[config.mk]
export PLATFORM = sky130hd
export DESIGN_NAME = if_id_queue
export DESIGN_NICKNAME = d
export VERILOG_FILES = /design/src/rtl/if_id_queue.sv
export SDC_FILE = /design/constraint.sdc
export NUM_CORES = 1
export LEC_CHECK = 0
export CORE_UTILIZATION = 42
export DETAILED_ROUTE_END_ITERATION = 10
export GPL_ROUTABILITY_DRIVEN = 0
export SYNTH_ARGS = -nofsm -noshare
export SYNTH_HDL_FRONTEND = slang
export SYNTH_SLANG_ARGS = --single-unit
[constraint.sdc]
create_clock -name clk -period 4.75 [get_ports clk]
set_clock_uncertainty 0.15 [all_clocks]
set_input_delay 0.7125 -clock clk [delete_from_list [all_inputs] [get_ports clk]]
set_output_delay 0.7125 -clock clk [all_outputs]
set_load 0.05 [all_outputs]
[src/rtl/if_id_queue.sv]
// ---------------------------------------------------------------------------
// if_id_queue
//   Decoupling queue between instruction fetch and decode. Holds up to DEPTH
//   (pc, inst) pairs, FIFO order, valid/ready handshakes on both sides.
//   An empty head presents a zero bubble (pc=0, inst=0).
//   A flush empties the queue. If fetch still has a request in flight on the
//   flush edge, that stale beat is accepted later and discarded.
//
// Optional build macro:
//   IF_ID_QUEUE_BYPASS_EN - when the queue is empty, an incoming beat is
//   forwarded combinationally to the head outputs (0-cycle latency). If
//   decode consumes it in the same cycle, it is never written to storage.
//
// Ports:
//   clk, rst          clock, synchronous active-high reset
//   flush             discard all entries (redirect from id/exe)
//   fetch_busy        fetch has a request outstanding this cycle
//   in_valid/ready    fetch-side handshake; in_pc, in_inst carry the beat
//   stall             decode hold; blocks pops
//   out_valid/ready   decode-side handshake; out_pc, out_inst are the head
//   count/full/empty  occupancy status
//   drop_pending      next accepted beat will be discarded
// ---------------------------------------------------------------------------
module if_id_queue #(
   parameter int PC_W   = 64,
   parameter int INST_W = 32,
   parameter int DEPTH  = 4
) (
   input  logic                         clk,
   input  logic                         rst,
   input  logic                         flush,
   input  logic                         fetch_busy,
   input  logic                         in_valid,
   output logic                         in_ready,
   input  logic [PC_W-1:0]              in_pc,
   input  logic [INST_W-1:0]            in_inst,
   input  logic                         stall,
   output logic                         out_valid,
   input  logic                         out_ready,
   output logic [PC_W-1:0]              out_pc,
   output logic [INST_W-1:0]            out_inst,
   output logic [$clog2(DEPTH+1)-1:0]   count,
   output logic                         full,
   output logic                         empty,
   output logic                         drop_pending
);

   localparam int PW = $clog2(DEPTH);
   localparam int CW = $clog2(DEPTH+1);

   logic [PC_W-1:0]   pc_mem_q   [DEPTH];
   logic [INST_W-1:0] inst_mem_q [DEPTH];

   logic [PW-1:0] rd_ptr_q, rd_ptr_d;
   logic [PW-1:0] wr_ptr_q, wr_ptr_d;
   logic [CW-1:0] count_q,  count_d;
   logic          drop_q,   drop_d;

   logic accept;     // beat taken from fetch (written or dropped)
   logic push;       // beat accepted for storage/consumption
   logic pop;        // head consumed by decode
   logic byp;        // head is the live input beat (bypass build only)
   logic wr_en;      // storage write
   logic rd_en;      // read pointer advance
   logic head_vld;   // storage holds at least one entry

   assign head_vld     = (count_q != '0);
   assign full         = (count_q == CW'(DEPTH));
   assign empty        = !head_vld;
   assign count        = count_q;
   assign drop_pending = drop_q;
   assign in_ready     = !rst && !full;

   assign accept = in_valid && in_ready && !flush;
   assign push   = accept && !drop_q;

`ifdef IF_ID_QUEUE_BYPASS_EN
   assign byp = !rst && empty && in_valid && !drop_q && !flush;
`else
   assign byp = 1'b0;
`endif

   assign out_valid = head_vld || byp;
   assign pop       = out_valid && out_ready && !stall && !flush;

   // A bypassed beat consumed in the same cycle never touches storage.
   assign wr_en = push && !(byp && pop);
   assign rd_en = pop  && !(byp && pop);

   always_comb begin
      out_pc   = '0;
      out_inst = '0;
      if (head_vld) begin
         out_pc   = pc_mem_q[rd_ptr_q];
         out_inst = inst_mem_q[rd_ptr_q];
      end else if (byp) begin
         out_pc   = in_pc;
         out_inst = in_inst;
      end
   end

   always_comb begin
      rd_ptr_d = rd_ptr_q;
      wr_ptr_d = wr_ptr_q;
      count_d  = count_q;
      drop_d   = drop_q;
      if (flush) begin
         rd_ptr_d = '0;
         wr_ptr_d = '0;
         count_d  = '0;
         // A request still in flight will return a beat from the old path.
         drop_d   = fetch_busy;
      end else begin
         if (wr_en) wr_ptr_d = wr_ptr_q + PW'(1);
         if (rd_en) rd_ptr_d = rd_ptr_q + PW'(1);
         case ({wr_en, rd_en})
            2'b10:   count_d = count_q + CW'(1);
            2'b01:   count_d = count_q - CW'(1);
            default: count_d = count_q;
         endcase
         if (drop_q && accept) drop_d = 1'b0;
      end
   end

   always_ff @(posedge clk) begin
      if (rst) begin
         rd_ptr_q <= '0;
         wr_ptr_q <= '0;
         count_q  <= '0;
         drop_q   <= 1'b0;
      end else begin
         rd_ptr_q <= rd_ptr_d;
         wr_ptr_q <= wr_ptr_d;
         count_q  <= count_d;
         drop_q   <= drop_d;
      end
   end

   // Storage carries data only; validity is tracked by count/pointers.
   always_ff @(posedge clk) begin
      if (wr_en) begin
         pc_mem_q[wr_ptr_q]   <= in_pc;
         inst_mem_q[wr_ptr_q] <= in_inst;
      end
   end

endmodule

==> results.sh <==
export IMPL_start_util_pct=43.1
export IMPL_rows=68
export IMPL_rsz0062_at_grt="no"
export IMPL_drc=0
export IMPL_clk_latency_ns=0.53
export IMPL_final_core_util_pct=54.7
export IMPL_drive_gt1_share_pct=19.0
export IMPL_start_kind="register"
export IMPL_path_class="reg2out"
export IMPL_die_h_um=191
export IMPL_die_w_um=191
export IMPL_worst_pin_slew_ns=0.763
export IMPL_drv_cap=0
export IMPL_portBuffers=206
export IMPL_r2r_setup_slack_ns=1.58
export IMPL_synth_area_um2=15000
export IMPL_antenna_found_initial=3
export IMPL_hold_depth=2
export IMPL_crit_buf_inv=2
export IMPL_whs_ns=0.346
export IMPL_synthToLayoutAreaGrowth_pct=26.8
export IMPL_endpoint_kind="primary output"
export IMPL_ff2ff_path_depth=9
export IMPL_firstDrtPassIters=6
export IMPL_first_global_vias=7802
export IMPL_drv_slew=0
export IMPL_clock_path_buffers=3
export IMPL_crit_slowest_cell="clkdlybuf4s50_1"
export IMPL_nNetsFinal=1014
export IMPL_ys_ff_latch=394
export IMPL_path_max_fanout=46
export IMPL_path_cells="buf_12 > mux4_2 > and2_1 > clkdlybuf4s50_1"
export IMPL_status="finished, final reports clean"
export IMPL_cellPowerDensity_nw_per_um2=382
export IMPL_synth_enable_flop_cells=384
export IMPL_critPathMaxStageDelay_ns=0.71
export IMPL_setup_tns_ns=0
export IMPL_timing_final_crit_share_pct=80.9
export IMPL_async_flop_share_pct=0
export IMPL_grt_max_degree=67
export IMPL_finalNonFillerCells=1393
export IMPL_overflow=0
export IMPL_cts_resized=0
export IMPL_vias_per_cell=5.17
export IMPL_worstReg2RegStart="count[0]"
export IMPL_track_usage_pct=16.6
export IMPL_ff_latch_area_um2=11700
export IMPL_nFillCells=2747
export IMPL_cts_tree="built"
export IMPL_multiInputGateArea_um2=3120
export IMPL_worst_endpoint_arrival_ns=2.98
export IMPL_hpwl_um=17500
export IMPL_peakVddDrop_mv=0.223
export IMPL_cts_buffers=42
export IMPL_p_leak_nw=5.97
export IMPL_htreeDepth=2
export IMPL_setup_viol=0
export IMPL_finalHoldViolCount=0
export IMPL_hold_class="reg2reg"
export IMPL_cp_required_ns=3.89
export IMPL_cts_root_buf="clkbuf_16"
export IMPL_core_area_um2=34900
export IMPL_synth_ff_type="edfxtp_1"
export IMPL_path_delay_family="buffers and inverters"
export IMPL_post_cts_buffers=0
export IMPL_routedWlPerCell_um=21.5
export IMPL_clk_pin_slew_ns=0.06
export IMPL_diodes=0
export IMPL_r2r_end="count[2]"
export IMPL_clock_sinks=394
export IMPL_cts_hold_buf=0
export IMPL_hold_start="drop_pending"
export IMPL_yosysSeqAreaShare_pct=78.0
export IMPL_ant_nets=0
export IMPL_grt_pass1_wl_um=45200
export IMPL_drt_initial_drc_count=329
export IMPL_synth_avg_cell_area_um2=22.4
export IMPL_io_pins=207
export IMPL_fmax_mhz=260
export IMPL_syn_num_nets=781
export IMPL_final_cell_mix="edfxtp_1 (384), clkdlybuf4s50_1 (206), mux4_2 (96), and2_1 (96), clkbuf_16 (45)"
export IMPL_vias=7207
export IMPL_wl_um=30000
export IMPL_period_minus_slack_ns=3.84
export IMPL_postSynthCellCount=672
export IMPL_final_common_cell="edfxtp_1"
export IMPL_dp_cells=1316
export IMPL_slew_headroom_pct=49.2
export IMPL_yosys_warnings=0
export IMPL_fp_dieArea_um2=36600
export IMPL_holdPathEnd="drop_pending"
export IMPL_synth_distinct_cells=29
## metrics by stage
| step | instance area [µm²] | setup WS [ns] | total power, W |
|---|---|---|---|
| finish | 19100 | 0.909 | 0.00729 |
| global route | 19100 | 0.696 | 0.00751 |
| CTS | 19100 | 0.818 | 0.00736 |
| detailed placement | 17700 | 1.34 | 0.00421 |
| global placement | 17700 | 1.39 | 0.00420 |
| floorplan | 15000 | 0.187 | 0.00404 |
## layer usage
metal | up-vias | share of wire (%) | track usage (%)
met3 | 52 | 7.6 | 4.79
li1 | 3204 | - | -
met1 | 3718 | 43 | 22.3
met4 | 6 | 1.7 | 3.94
met2 | 227 | 47 | 26.8
met5 | - | 0.14 | 0
## power breakdown
group	switching [W]	internal, W	total (W)	leakage, nW
Sequential	0.00000761	0.00385	0.00386	3.55
Combinational	0.000143	0.000131	0.000275	1.76
Clock	0.00125	0.00191	0.00316	0.659
Total	0.00140	0.00589	0.00729	5.97
## worst reg2reg max path: cells and delay by family (launching register included)
family | cells | cell delay, ns
buf+inv | 2 | 0.25
simple gates | 3 | 1.34
flops | 1 | 0.41
compound gates | 1 | 0.16
xor+xnor | 1 | 0.16
fa+ha+maj | 2 | 0.62
## flip-flops by register name, indices dropped and copies added (netlist names), named ones only
| register | flops |
|---|---|
| pc_mem_q | 256 |
| count | 3 |
| inst_mem_q | 128 |
| drop_pending | 1 |
| rd_ptr_q | 2 |
| wr_ptr_q | 2 |
## cells by family after synthesis
group	Yosys count	share of synthesized area, %
AO/OA/AOI/OAI	8	0.374
XOR/XNOR	2	0.116
adder cells (fa/ha/maj)	6	0.549
buffers and inverters	41	1.48
flip-flops	394	78.0
multiplexers	99	14.6
AND/OR/NAND/NOR	122	4.94
## cell type report
| class | instances | area share [%] |
|---|---|---|
| timing repair buffer | 223 | 12.0 |
| clock buffer | 61 | 6.27 |
| multi-input combinational | 237 | 16.3 |
| inverter | 7 | 0.138 |
| clock inverter | 16 | 0.774 |
| tap | 455 | 2.98 |
| sequential | 394 | 61.5 |
## synth_stat cells (all sizes together) (2+ instances only)
library cell	number	area share [%]
a21boi	2	0.10
buf	18	0.91
o21ai	2	0.067
inv	7	0.17
and3	4	0.17
ha	5	0.42
mux2i	3	0.20
edfxtp	384	77
clkbuf	16	0.40
xor2	2	0.12
nand2	6	0.15
and2	96	4.0
nor3b	2	0.13
or3	4	0.17
mux4	96	14
dfxtp	10	1.3
nor2	4	0.10
nor3	3	0.10
## worst max-delay path by stage
stage / startpoint / endpoint / slack, ns / depth (start not counted)
global route: count[0] / out_inst[24] / 0.70 / 4
floorplan: count[2] / inst_mem_q[1][0] / 0.19 / 3
CTS: count[0] / out_inst[24] / 0.82 / 4
finish: register / out_inst[24] / 0.91 / 4
global placement: flush / count[2] / 1.39 / 9
detailed placement: flush / count[2] / 1.34 / 9
(Power assumes the default switching activity.)
